<file path="config.mk">
export PLATFORM = sky130hd
export DESIGN_NAME = interrupt_controller_flat
export DESIGN_NICKNAME = d
export VERILOG_FILES = /design/src/rtl/intc_pkg.sv /design/src/rtl/interrupt_controller_if.sv /design/src/rtl/int_edge_latch.sv /design/src/rtl/interrupt_controller.sv /design/src/flat_wrapper.sv
export SDC_FILE = /design/constraint.sdc
export NUM_CORES = 1
export LEC_CHECK = 0
export CAP_MARGIN = 10
export CORE_MARGIN = 2
export CORE_UTILIZATION = 52
export CTS_CLUSTER_DIAMETER = 40
export CTS_CLUSTER_SIZE = 25
export DETAILED_ROUTE_END_ITERATION = 8
export HOLD_SLACK_MARGIN = 0.06
export PLACE_DENSITY = 0.88
export SLEW_MARGIN = 20
export SYNTH_ARGS = -nofsm -noshare
export SYNTH_HDL_FRONTEND = slang
export SYNTH_SLANG_ARGS = --single-unit
</file>
<file path="constraint.sdc">
create_clock -name clk -period 3.8 [get_ports clk]
set_clock_uncertainty 0.05 [all_clocks]
set_input_delay 1.14 -clock clk [delete_from_list [all_inputs] [get_ports clk]]
set_output_delay 1.14 -clock clk [all_outputs]
set_load 0.02 [all_outputs]
</file>
<file path="src/rtl/intc_pkg.sv">
// Shared definitions for the interrupt controller.
//   state_e      : dispatch FSM state encoding
//   DEFAULT_N_SRC: default number of interrupt lines
//   lowest_set   : lowest-set-bit priority encoder (index 0 = highest priority)
package intc_pkg;

  typedef enum logic [1:0] {
    IDLE      = 2'd0,
    REQUEST   = 2'd1,
    SERVICING = 2'd2
  } state_e;

  localparam int unsigned DEFAULT_N_SRC = 8;

  // Returns the index of the lowest set bit of req, or 0 when req is empty.
  function automatic int unsigned lowest_set(input logic [15:0] req);
    int unsigned idx;
    logic        found;
    idx   = 0;
    found = 1'b0;
    for (int unsigned i = 0; i < 16; i++) begin
      if (req[i] && !found) begin
        idx   = i;
        found = 1'b1;
      end
    end
    return idx;
  endfunction

endpackage

</file>
<file path="src/rtl/interrupt_controller_if.sv">
// CPU-facing signal bundle of the interrupt controller.
//   master : the CPU / environment side (drives lines, mask, ack, done)
//   slave  : the controller side (drives request, vector, pending, in_service)
interface interrupt_controller_if
  import intc_pkg::*;
#(
  parameter int unsigned N_SRC = DEFAULT_N_SRC,
  parameter int unsigned VEC_W = $clog2(N_SRC)
);

  logic [N_SRC-1:0] int_sig;
  logic [N_SRC-1:0] int_mask;
  logic             int_ack;
  logic             int_done;
  logic             cpu_int;
  logic [VEC_W-1:0] int_vector;
  logic [N_SRC-1:0] int_pending;
  logic             in_service;

  modport master (
    output int_sig,
    output int_mask,
    output int_ack,
    output int_done,
    input  cpu_int,
    input  int_vector,
    input  int_pending,
    input  in_service
  );

  modport slave (
    input  int_sig,
    input  int_mask,
    input  int_ack,
    input  int_done,
    output cpu_int,
    output int_vector,
    output int_pending,
    output in_service
  );

endinterface

</file>
<file path="src/rtl/int_edge_latch.sv">
// Per-line interrupt capture: 2-flop synchronizer, previous-value flop,
// rising-edge detect and a pending flop where a new edge wins over clear.
//   clk     : clock
//   reset   : synchronous active-high reset
//   int_sig : raw asynchronous interrupt line
//   clr     : clear pending (accepted acknowledge of this line)
//   pending : pending-request flag
module int_edge_latch (
  input  logic clk,
  input  logic reset,
  input  logic int_sig,
  input  logic clr,
  output logic pending
);

  logic sync1_q;
  logic sync2_q;
  logic prev_q;
  logic edge_det;

  assign edge_det = sync2_q & ~prev_q;

  always_ff @(posedge clk) begin
    if (reset) begin
      sync1_q <= 1'b0;
      sync2_q <= 1'b0;
      prev_q  <= 1'b0;
      pending <= 1'b0;
    end else begin
      sync1_q <= int_sig;
      sync2_q <= sync1_q;
      prev_q  <= sync2_q;
      // Set has priority so an edge landing on the ack cycle is not lost.
      pending <= (pending & ~clr) | edge_det;
    end
  end

endmodule

</file>
<file path="src/rtl/interrupt_controller.sv">
// Fixed-priority, non-nesting interrupt controller.
// Captures rising edges on N_SRC lines into pending bits, dispatches the
// lowest-index unmasked pending line to the CPU and runs the
// request / acknowledge / end-of-service handshake.
//   clk   : clock
//   reset : synchronous active-high reset
//   bus   : slave modport (int_sig, int_mask, int_ack, int_done in;
//           cpu_int, int_vector, int_pending, in_service out)
module interrupt_controller
  import intc_pkg::*;
#(
  parameter int unsigned N_SRC = DEFAULT_N_SRC,
  parameter int unsigned VEC_W = $clog2(N_SRC)
) (
  input logic                   clk,
  input logic                   reset,
  interrupt_controller_if.slave bus
);

  logic [N_SRC-1:0] pending;
  logic [N_SRC-1:0] clr;
  logic [N_SRC-1:0] masked;
  logic [15:0]      req16;
  logic [VEC_W-1:0] sel_idx;

  state_e           state_q, state_d;
  logic             cpu_int_q, cpu_int_d;
  logic [VEC_W-1:0] vector_q, vector_d;
  logic             in_service_q, in_service_d;

  for (genvar i = 0; i < N_SRC; i++) begin : g_line
    int_edge_latch u_latch (
      .clk     (clk),
      .reset   (reset),
      .int_sig (bus.int_sig[i]),
      .clr     (clr[i]),
      .pending (pending[i])
    );
  end

  assign masked = pending & bus.int_mask;

  always_comb begin
    req16            = '0;
    req16[N_SRC-1:0] = masked;
    sel_idx          = VEC_W'(lowest_set(req16));
  end

  always_ff @(posedge clk) begin
    if (reset) begin
      state_q      <= IDLE;
      cpu_int_q    <= 1'b0;
      vector_q     <= '0;
      in_service_q <= 1'b0;
    end else begin
      state_q      <= state_d;
      cpu_int_q    <= cpu_int_d;
      vector_q     <= vector_d;
      in_service_q <= in_service_d;
    end
  end

  always_comb begin
    state_d      = state_q;
    cpu_int_d    = cpu_int_q;
    vector_d     = vector_q;
    in_service_d = in_service_q;
    clr          = '0;
    case (state_q)
      IDLE: begin
        if (|masked) begin
          vector_d  = sel_idx;
          cpu_int_d = 1'b1;
          state_d   = REQUEST;
        end
      end
      REQUEST: begin
        // Ack beats withdrawal; done is meaningless here.
        if (bus.int_ack) begin
          clr[vector_q] = 1'b1;
          cpu_int_d     = 1'b0;
          in_service_d  = 1'b1;
          state_d       = SERVICING;
        end else if (!bus.int_mask[vector_q]) begin
          cpu_int_d = 1'b0;
          state_d   = IDLE;
        end
      end
      SERVICING: begin
        if (bus.int_done) begin
          in_service_d = 1'b0;
          state_d      = IDLE;
        end
      end
      default: begin
        cpu_int_d    = 1'b0;
        in_service_d = 1'b0;
        state_d      = IDLE;
      end
    endcase
  end

  assign bus.cpu_int     = cpu_int_q;
  assign bus.int_vector  = vector_q;
  assign bus.int_pending = pending;
  assign bus.in_service  = in_service_q;

endmodule

</file>
<file path="src/flat_wrapper.sv">
// flat-port wrapper written by rule: the top's interface ports become plain ports
module interrupt_controller_flat import intc_pkg::*;
#(
  parameter int unsigned N_SRC = DEFAULT_N_SRC,
  parameter int unsigned VEC_W = $clog2(N_SRC)
)
  (clk, reset, bus_int_sig, bus_int_mask, bus_int_ack, bus_int_done, bus_cpu_int, bus_int_vector, bus_int_pending, bus_in_service);
  interrupt_controller_if #(.N_SRC(N_SRC), .VEC_W(VEC_W)) bus_i ();
  input logic clk;
  input logic reset;
  input wire logic [$bits(bus_i.int_sig)-1:0] bus_int_sig;
  input wire logic [$bits(bus_i.int_mask)-1:0] bus_int_mask;
  input wire logic [$bits(bus_i.int_ack)-1:0] bus_int_ack;
  input wire logic [$bits(bus_i.int_done)-1:0] bus_int_done;
  output wire logic [$bits(bus_i.cpu_int)-1:0] bus_cpu_int;
  output wire logic [$bits(bus_i.int_vector)-1:0] bus_int_vector;
  output wire logic [$bits(bus_i.int_pending)-1:0] bus_int_pending;
  output wire logic [$bits(bus_i.in_service)-1:0] bus_in_service;
  assign bus_i.int_sig = bus_int_sig;
  assign bus_i.int_mask = bus_int_mask;
  assign bus_i.int_ack = bus_int_ack;
  assign bus_i.int_done = bus_int_done;
  assign bus_cpu_int = bus_i.cpu_int;
  assign bus_int_vector = bus_i.int_vector;
  assign bus_int_pending = bus_i.int_pending;
  assign bus_in_service = bus_i.in_service;
  interrupt_controller #(.N_SRC(N_SRC), .VEC_W(VEC_W)) u_core (.clk(clk), .reset(reset), .bus(bus_i));
endmodule
</file>
# == After elaboration in Yosys (flattened, before gate mapping) ==
# Index checks and enable logic that the tools add are counted.
# classes
addsub,0
multipliers,0
div_mod_pow,0
magnitude_cmp,2
eq_ne,6
n_shift,0
mux,32
bitwise_logic,43
n_reduce_logical,21
# ops
cell,count
1-bit inverter,18
1-bit bitwise AND,16
8-bit 2-to-1 mux,2
1-bit 2-to-1 mux,15
3-bit 2-to-1 mux,5
2-bit 2-to-1 mux,5
3-bit AND reduction,3
8-bit bitwise AND,1
1-bit logical AND,8
1-bit bitwise OR,8
8-bit OR reduction,1
1-bit zero test,7
1-bit case mux with 3 select lines,2
2-bit case mux with 3 select lines,1
"3-bit by 4-bit < comparator with 1-bit output, second input constant",1
"2-bit != test, second input constant",2
1-bit binary-select mux with 3-bit select,1
1-bit demux with 3-bit select,1
"3-bit by 1-bit greater-or-equal comparator with 1-bit output, second input constant",1
"3-bit != test, second input constant",1
"2-bit by 1-bit equality test with 1-bit output, second input constant",1
"2-bit equality test, second input constant",1
2-bit zero test,1
"2-bit by 1-bit != test with 1-bit output, second input constant",1
2-bit AND reduction,1
# word_totals
regBits,39
latch_bits,0
ram_bits,0
rom_bits,0
memories,0

# == Logic depth before layout (Yosys ltp) ==
# logic_depth
word_depth,23
mapped_depth,5
depth_no_buf,4

# == Hierarchy ==
# From an unflattened synthesis, not the netlist that was laid out.
# unflattened
cells_unflattened,145
hier_area_um2,1516.5
# by_module_without_submodules
module,instances,cells_each,area_per_inst_um2,seq_area_each_um2
int_edge_latch,8,10,127.6,80.1
interrupt_controller,1,65,495.5,140.1

# == Worst setup path after synthesis ==
# OpenSTA, ideal clock, no wires.
# synth_timing
path_type,input-to-reg
from,input port bus_int_mask[3]
to,register u_core.cpu_int_q (netlist: u_core.bus.cpu_int)
arrival_ns,1.994
required_time_ns,3.658
path_slack_ns,1.664
cell_stages,4
path_cell_list,mux4_1 mux2i_1 or4b_1 o32ai_1
# synth_via
elab_chain_cells,4
elab_cells_between_ends,7
cone_classes,eq/ne: 2; mux: 2; bitwise: 1; reduce/logical: 2
# synth_lines
item,line,rtl
start: declaration,flat_wrapper.sv:12,input wire logic [$bits(bus_i.int_mask)-1:0] bus_int_mask;
1-bit binary-select mux with 3-bit select / 8-bit bitwise AND (equally long branches),"interrupt_controller.sv:84, interrupt_controller.sv:41",
1-bit 2-to-1 mux (not written as such) / 8-bit OR reduction (equally long branches),"interrupt_controller.sv:84, interrupt_controller.sv:71",
3-bit != test (no source line) / 2-bit by 1-bit != test with 1-bit output (equally long branches),n/a,
3-bit AND reduction (no source line) *,n/a,
end signal: assignment,interrupt_controller.sv:57,cpu_int_q <= cpu_int_d;
end: declaration,interrupt_controller.sv:27,"logic cpu_int_q, cpu_int_d;"
# Mark *: on every way between the ends. The rest lies on a longest branch, timed or not. The select of a mux whose other input is x is not followed.
# A chain may end at the register's enable or synchronous reset.

# == Final worst setup path ==
# layout_timing
from,register u_core.vector_q[2] (netlist: u_core.bus.int_vector[2])
to,output port bus_int_vector[2]
# layout_rtl
item,line,rtl
start: declaration,interrupt_controller.sv:28,"logic [VEC_W-1:0] vector_q, vector_d;"
start signal: assignment,interrupt_controller.sv:58,vector_q <= vector_d;
end: declaration,flat_wrapper.sv:16,output wire logic [$bits(bus_i.int_vector)-1:0] bus_int_vector;
# No word-level cell between the ends.

==> results.md <==
- Register area share after synthesis: 53.20%
- # Post-CTS Setup Buffers: 0
- Worst setup margin: 1058 ps
- Mapped Area: 1468 sq um
- Achievable frequency: 364.7 MHz
- Reg power frac: 52.5%
- Max clock buf depth: 2
- Hold depth: 1
- Yosys top cell area share: between 50% and 60%
- Fraction of power consumed by the clock network: 32.1%
- Setup-failing EPs final: 0
- Std cell rows: 19
- Setup tns final: 0 ps
- Via-to-Cell Ratio: between 5 and 6
- Routed Antenna Nets: 0
- Setup WS pre-CTS: 1021 ps
- Largest net degree at the start of global routing: 27
- Yosys warnings: 0
- Startpoint types: flip-flop
- Mux share of post-synthesis cell area: 4.263%
- Critical path depth in cells: 1
- Capturing point of the worst reg2reg path: u_core.bus.cpu_int$_SDFFE_PP0P_
- Power Dens Cells: 480.3 nW/um^2
- Post-CTS sizing: 0
- Required @ worst endpoint: 2610 ps
- Critical path endpoint category: output port
- Post-Synthesis Cells: 146
- Critical Path Sink: bus_int_vector[2]
- GRT Util Overall: 19.09%
- Layout Nets: 193
- Post-synth cell types: 28
- Sink Count: 39
- Largest family of logic cells by synthesized area: simple AND/OR/NAND/NOR gates
- Synth Register Bits: 39
- Synth area leader: dfxtp_1
- Number of global-route vias before repair: 1112
- Tcrit/Tclk final: about 70%
- Sw frac: 24.45%
- P_int: about 0.66 mW
- Fin. Hold Viols: 0
- CTS Hold Bufs: 0
- Post-synthesis simple-gate area fraction: 21.31%
- Commonest cells after routing, fill and taps aside: dfxtp_1, clkdlybuf4s50_1, nor2b_1
- Synth Area in Adders: 0%
- Fill count: 233
- Fin. max-slew vios: 0
- Die height: 57.13 microns
- Cell Chain, Critical Path: clkdlybuf4s50_1
- WP buf/inv: 1
- Worst slew pin tran: 527.5 ps
- Initial Util: 54.16%
- Number of max-cap violations: 0
- Die Width: roughly 57 microns
- First-pass GRT wire length: about 4800 microns
- Worst rel slew slack: between 60% and 70%
- Compound-Gate Fraction of Synth Area: 14.24%
- XOR/XNOR share of the synthesized area: 0%
- CP max stage delay: 670 ps
- Clk_lat worst skew: 340 ps
- Register Area: 780.7 sq um
- R2R Path Start: u_core.bus.int_vector[0]$_SDFFE_PP0P_
- Number of antenna repair diodes: 0
- Starting DRT DRC Count: 70
- CTS tree: built
- Critical Path Start: u_core.bus.int_vector[2]$_SDFFE_PP0P_
- Placer Congestion: roughly 0.95
- Worst Hold Class: reg2reg
- Inserted Clock Buffers: 5
- Area contributors post-synth: dfxtp_1, nor2b_1, a21oi_1
- DR pass1 iterations: 4
- Status: complete, no violations
- Die area: 3263 sq um
- Via count: 1145
- Cells on worst reg2reg path: 4
- Syn Nets: 166
- I/O pins: 33
- GRT overflow: 0
- Core area: 2710 sq um
- Clk slew on worst S/H paths: 110 ps
- Commonest non-fill, non-tap cell in the layout: dfxtp_1
- Mean Syn Cell Area: 10.05 sq um
- Critical Path AT: around 1600 ps
- Combinational share of power: 15.4%
- Area used by multi-input combinational logic: 584.3 sq um
- IO buf count: 32
- R2R Setup Slk: 2160 ps
- Sw Pwr: around 0.21 mW
- Crit path time final: 2742 ps
- Cell family with most CP delay: buffers and inverters
- CP Class: reg2out
- Initial antenna violation count: 0
- Slowest cell on crit path: clkdlybuf4s50_1
- LEAKAGE: 0.6724 nW
- CTS Root Cell: clkbuf_4
- Share of layout cells above drive strength 1: under 10%
- H-tree levels: 2
- Max FO, Critical Path: 9
- Hpwl dp: 1993 microns
- RSZ-0062 raised after global routing: false
- Final WL: 2822 microns
- DRC Markers: 0
- DR WL/cell: 13.77 microns
- Worst VDD drop: 392.5 uV
- Layout area overhead: 24.64%
routing by layer:
layer / global-route usage, % / wire (microns) / vias up
met3: 6.803 / 188 / 8
met4: 8.306 / 61 / 0
met5: 0 / 0 / -
li1: - / - / 553
met1: 21.53 / 1202 / 540
met2: 32.51 / 1370 / 44
how the worst min path moves through the flow:
stage                                                      startpoint                                           to  slack (ps)
after floorplan           u_core.g_line[0].u_latch.sync1_q$_SDFF_PP0_  u_core.g_line[0].u_latch.sync2_q$_SDFF_PP0_         360
after global placement    u_core.g_line[5].u_latch.sync1_q$_SDFF_PP0_  u_core.g_line[5].u_latch.sync2_q$_SDFF_PP0_         370
after detailed placement  u_core.g_line[7].u_latch.sync1_q$_SDFF_PP0_  u_core.g_line[7].u_latch.sync2_q$_SDFF_PP0_         380
after CTS                 u_core.g_line[5].u_latch.sync1_q$_SDFF_PP0_  u_core.g_line[5].u_latch.sync2_q$_SDFF_PP0_         400
after global routing      u_core.g_line[5].u_latch.sync1_q$_SDFF_PP0_  u_core.g_line[5].u_latch.sync2_q$_SDFF_PP0_         410
final                     u_core.g_line[5].u_latch.sync1_q$_SDFF_PP0_  u_core.g_line[5].u_latch.sync2_q$_SDFF_PP0_         390
layout make-up:
class	count	area share, %
well taps	31	2.120
repair buffers	33	17.92
clock inverters	2	1.915
flip-flops and latches	39	42.68
clock buffers	6	2.804
inverters	3	0.6156
multi-input cells	91	31.94
power by group through the flow:
stage	registers [mW]	logic, mW	clock network (mW)
floorplan	0.470	0.0778	0
global placement	0.468	0.131	0
detailed placement	0.470	0.135	0
CTS	0.461	0.136	0.290
global route	0.465	0.147	0.307
finish	0.461	0.135	0.282
per-stage QoR:
| stage | power [mW] | utilization, % | instances | instance area, sq um | hold slack, ps |
|---|---|---|---|---|---|
| after detailed placement | 0.6051 | 64.31 | 197 | 1743 | 376.8 |
| after global placement | 0.5994 | 64.31 | 197 | 1743 | 367.1 |
| after CTS | 0.8873 | 67.50 | 205 | 1829 | 398.1 |
| after floorplan | 0.5476 | - | 146 | 1468 | 363.8 |
| after global routing | 0.9189 | 67.50 | 205 | 1829 | 412.0 |
| final | 0.8786 | 67.50 | 205 | 1829 | 389.8 |
kinds of logic (layout without fill, tap and decap cells):
logic type / Yosys count / after routing
AND/OR/NAND/NOR: 54 / 54
flip-flops: 39 / 39
AO/OA/AOI/OAI: 34 / 34
buffers and inverters: 16 / 44
multiplexers: 3 / 3
Yosys cell counts:
cell	instances
buf_6	1
nand3b_1	1
clkbuf_1	2
nor2b_1	24
a32oi_1	2
nor3_1	1
nand2_1	4
a211oi_1	1
buf_4	9
a41oi_1	1
nand3_1	1
o21ai_0	7
dfxtp_1	39
or4b_1	1
inv_1	3
o32ai_1	1
a21oi_1	14
a311oi_1	1
clkbuf_2	1
nor2_1	7
a22oi_1	4
nand4_1	2
mux2i_1	1
o31ai_1	2
nand2b_1	11
a21o_1	1
or2_2	2
mux4_1	2
sequential cells by signal (all words and copies together), names as in the netlist:
register / flops
u_core.bus.in_service: 1
u_core.g_line.u_latch.prev_q: 8
u_core.bus.int_vector: 3
u_core.g_line.u_latch.pending: 8
u_core.g_line.u_latch.sync1_q: 8
u_core.g_line.u_latch.sync2_q: 8
u_core.state_q: 2
u_core.bus.cpu_int: 1
(Power assumes the default switching activity.)
==> variant 1 (same settings) <==
The 3 states of `state_e` get a one-hot encoding in 3 bits.
--- a/src/rtl/intc_pkg.sv
+++ b/src/rtl/intc_pkg.sv
@@ -4,10 +4,10 @@
 //   lowest_set   : lowest-set-bit priority encoder (index 0 = highest priority)
 package intc_pkg;
 
-  typedef enum logic [1:0] {
-    IDLE      = 2'd0,
-    REQUEST   = 2'd1,
-    SERVICING = 2'd2
+  typedef enum logic [2:0] {
+    IDLE      = 3'b001,
+    REQUEST   = 3'b010,
+    SERVICING = 3'b100
   } state_e;
 
   localparam int unsigned DEFAULT_N_SRC = 8;
Behaviour: same outputs for any inputs over 10 cycles, from zero or initial values and one cycle with reset high; not proved beyond that.
==> variant 1 against the unedited design <==
  * The flow now finishes with violations (DRC)
  * Worst hold slack improved by 0.0098 ns
  * Routed wire length is 3.2% higher
  * Sequential cell count rose by 1
  * Utilization decreased by 0.82 points
  * Cell area rose by 2.3%
  * First-iteration DRC count up 13%
  * Total power fell by 9.0%
  * Worst setup slack got worse by 0.029 ns
  * Area after synthesis grew 5.7%
  * Via count up 7.2%
  * Critical path type unchanged
  * Highest routed layer unchanged
==> variant 1: results (changes against the unedited design) <==
Mapped Nets=180 (+8.4%); crit-path max cell delay=0.69 ns (+0.02 ns); maximum vdd drop=0.288 mV (-27%); YS warnings=0 (unchanged); CP max stage cell=clkdlybuf4s50_1; number of global-route vias before repair=1088 (-2.2%); share of the yosys chip area belonging to registers=51.6% (-1.6 points); Via density=5.66 (+1.3%); first-pass GRT wire length=4620 um (-3.9%); Worst R2R Path Depth=4 (unchanged); Worst Hold End=u_core.g_line[3].u_latch.sync2_q; CTS buffer count=5 (unchanged); input/output buffers=32 (unchanged); layout cells sized above 1=4.30% (-2.0 points); DRC errors left=3 (+3); leakage=0.000666 uW (-1.0%); GPL Wtd Cong=0.960 (+0.86%); R2R Setup Slk=2.00 ns (-0.16 ns); nets=206 (+6.7%); class of the worst hold path=flop to flop; share of synthesized registers carrying an async set or reset=0% (unchanged); WHS Path Cells=1 (unchanged); EDFF count, synth=0 (unchanged); Yosys cell types=33 (+18%); Longest Clk Path Bufs=2 (unchanged); Total GRT Usage=18.1% (-1.0 points); initial antenna violation count=0 (unchanged); fill count=229 (-1.7%); Largest delay share family, worst path=buffers and inverters; Clock H-tree levels=2 (unchanged); DRT iter0 DRCs=79 (+13%); Worst Tran Pin Value=0.857 ns (+0.330 ns); root buffer cell=clkbuf_4; crit path max fanout=9 (unchanged); largest net degree at the start of global routing=26 (-3.7%); DP HPWL=2170 um (+8.9%); drt first pass iters=8 (+4); Post CTS Setup Buffer Count=0 (unchanged); run status=finished with violations; top cells by area, synth=dfxtp_1 (52%), nor2b_1 (9.7%), nand2b_1 (4.4%); clock-pin slew on the worst setup and hold paths=0.10 ns; failing checks=DRC; Routed WL=2910 um (+3.2%); reg2reg end=u_core.state_q[0]; min-delay src=u_core.g_line[3].u_latch.sync1_q; reg2reg start=u_core.bus.int_vector[2]; Worst EP arrival=1.58 ns (+0.03 ns); synth cell count leaders=dfxtp_1 (40), nor2b_1 (24), a21oi_1 (12)
## variant 1: changes by cell type after synthesis, sizes merged, moves of 2 or more
cell	change
mux4	-2
and2	+2
mux2i	+4
nor2	-2
or2	-2
a21oi	-2
nand2	+7
## variant 1: logic make-up after synthesis
family | Yosys count | share of synthesized area (%)
mux | 5 | 3.23
xor+xnor | 1 | 0.565
buf+inv | 16 | 6.53
compound gates | 37 | 15.4
flops | 40 | 51.6
simple gates | 61 | 22.7
## variant 1: cell type report
class                           instances  area, um2  area share, %
Clock buffer                            6       41.3           2.21
Clock inverter                          1       5.00          0.268
Multi-Input combinational cell        104        649           34.7
Inverter                                2       7.51          0.401
Timing Repair Buffer                   33        328           17.5
Tap cell                               31       38.8           2.07
Sequential cell                        40        801           42.8
## variant 1: per-stage QoR
stage | hold slack (ns) | setup WS (ns) | cell area [um2] | cells | util (%)
2_1_floorplan | 0.364 | 1.72 | 1550 | 160 | -
3_3_place_gp | 0.367 | 1.05 | 1820 | 210 | 65.0
3_5_place_dp | 0.382 | 0.996 | 1820 | 210 | 65.0
4_1_cts | 0.406 | 1.03 | 1870 | 217 | 66.7
5_1_grt | 0.412 | 0.950 | 1870 | 217 | 66.7
6_report | 0.400 | 1.03 | 1870 | 217 | 66.7
## variant 1: layer usage
metal | GRT usage [%] | vias to the layer above | share of wire (%)
li1 | - | 593 | -
met1 | 20.9 | 553 | 40
met2 | 31.0 | 72 | 48
met3 | 5.93 | 10 | 9.6
met4 | 7.14 | 0 | 2.3
met5 | 0 | - | 0
## variant 1: worst max-delay path by stage
stage,startpoint,endpoint
final,u_core.bus.int_vector[2],bus_int_vector[2]
after detailed placement,bus_int_mask[5],u_core.state_q[0]
after CTS,u_core.bus.int_vector[2],bus_int_vector[2]
after global routing,u_core.bus.int_vector[0],bus_int_vector[0]
after global placement,bus_int_mask[5],u_core.state_q[0]
after floorplan,bus_int_done,u_core.state_q[0]
## variant 1: power by group
group	internal (uW)	total (uW)	switching (uW)
combinational	72.1	140	67.4
clock	68.2	188	120
sequential	445	472	27.1
total	585	800	215
==> variant 2 (same settings) <==
Without the edit above. The package constant `DEFAULT_N_SRC` goes from 8 to 16.
--- a/src/rtl/intc_pkg.sv
+++ b/src/rtl/intc_pkg.sv
@@ -10,7 +10,7 @@
     SERVICING = 2'd2
   } state_e;
 
-  localparam int unsigned DEFAULT_N_SRC = 8;
+  localparam int unsigned DEFAULT_N_SRC = 16;
 
   // Returns the index of the lowest set bit of req, or 0 when req is empty.
   function automatic int unsigned lowest_set(input logic [15:0] req);
Ports: changed (resized bus_int_mask, bus_int_pending, bus_int_sig and bus_int_vector); port bits go from 33 to 58. The function was not compared with the original's and may differ.
==> variant 2 against the unedited design <==
  * Worst setup slack got worse by 0.18 ns
  * Routed wire length rose by 100%
  * Cell area rose by 87%
  * Register-to-register slack got worse by 0.41 ns
  * Maximum frequency fell by 6.0%
  * Non-clock buffer count rose by 25
  * Total power rose by 90%
  * Sequential cell count rose by 33
  * Sequential power rose by 86%
  * Count of clock-buffer cells in the layout rose by 5
  * Area after synthesis rose by 87%
  * Worst hold slack got worse by 0.0072 ns
  * Combinational power rose by 110%
==> variant 2: results (changes against the unedited design) <==
run status=finished, final reports clean; top cells by area, synth=dfxtp_1 (52%), nor2b_1 (11%), buf_4 (4.4%); first-pass GRT wire length=9520 um (+98%); Synth Instances=283 (+94%); layout cells sized above 1=7.88% (+1.6 points); clock-pin slew on the worst setup and hold paths=0.08 ns (-0.03 ns); crit path max fanout=12 (+3); final setup margin=0.882 ns (-0.176 ns); GPL Wtd Cong=0.900 (-5.4%); R2R Setup Slk=1.75 ns (-0.41 ns); Total GRT Usage=20.9% (+1.8 points); synth cell count leaders=dfxtp_1 (72), nor2b_1 (48), a21oi_1 (22); leakage=0.00125 uW (+86%); drt first pass iters=5 (+1); DP HPWL=3990 um (+100%); input/output buffers=57 (+78%); Via density=5.36 (-4.0%); root buffer cell=clkbuf_8; number of global-route vias before repair=2057 (+85%); post_cts resized=0 (unchanged); nets=361 (+87%); slew margin rel.=63.5% (-1.2 points); maximum vdd drop=0.301 mV (-23%); crit-path max cell delay=0.71 ns (+0.04 ns); reg2reg start=u_core.bus.int_vector[1]; min-delay src=u_core.g_line[12].u_latch.sync1_q; Inst Count DP=384 (+95%); CTS buffer count=9 (+4)
variant 2: cell count changes in the layout (fill, tap and decap cells not counted), sizes merged, moves of 7 or more:
cell / change
dfxtp: +33
clkdlybuf4s50: +24
nor2b: +24
nand2: +16
o21ai: +12
a21oi: +8
nand2b: +7
variant 2: cells by family (layout without fill, tap and decap cells):
group	after synthesis	count (layout)	synth area share, %
flops	72	72	52.4
simple gates	107	107	22.0
mux	6	6	3.46
buf+inv	33	80	7.05
compound gates	65	65	15.0
variant 2: worst paths after layout:
kind                                                     endpoint  cells after the start
worst max-delay path                            bus_int_vector[1]                      1
worst min-delay path            u_core.g_line[12].u_latch.sync2_q                      1
worst max register to register                 u_core.bus.cpu_int                      5
worst min register to register  u_core.g_line[12].u_latch.sync2_q                      1
variant 2: cell type report:
class,instances,area [um2],share of cell area (%)
inverters,6,22.5,0.660
repair buffers,58,573,16.8
clock inverters,5,32.5,0.953
multi-input cells,178,1110,32.6
clock buffers,11,141,4.14
flip-flops and latches,72,1440,42.2
well taps,70,87.6,2.57
variant 2: where the power goes:
group | internal, uW | switching, uW | total, uW | leakage, uW
clock network | 252 | 270 | 522 | 0.0000813
logic | 151 | 139 | 290 | 0.000579
registers | 801 | 55.3 | 856 | 0.000592
variant 2: per-layer routing:
metal	GRT usage, %	vias to the layer above	share of wire [%]
li1	-	1029	-
met1	24.8	975	41
met2	31.1	109	46
met3	7.18	32	8.0
met4	15.8	0	4.5
met5	0	-	0
variant 2: through the flow:
step | hold slack (ns) | instance area, um2
floorplan | 0.364 | 2750
global placement | 0.366 | 3240
detailed placement | 0.372 | 3240
CTS | 0.387 | 3410
global route | 0.403 | 3410
finish | 0.383 | 3410
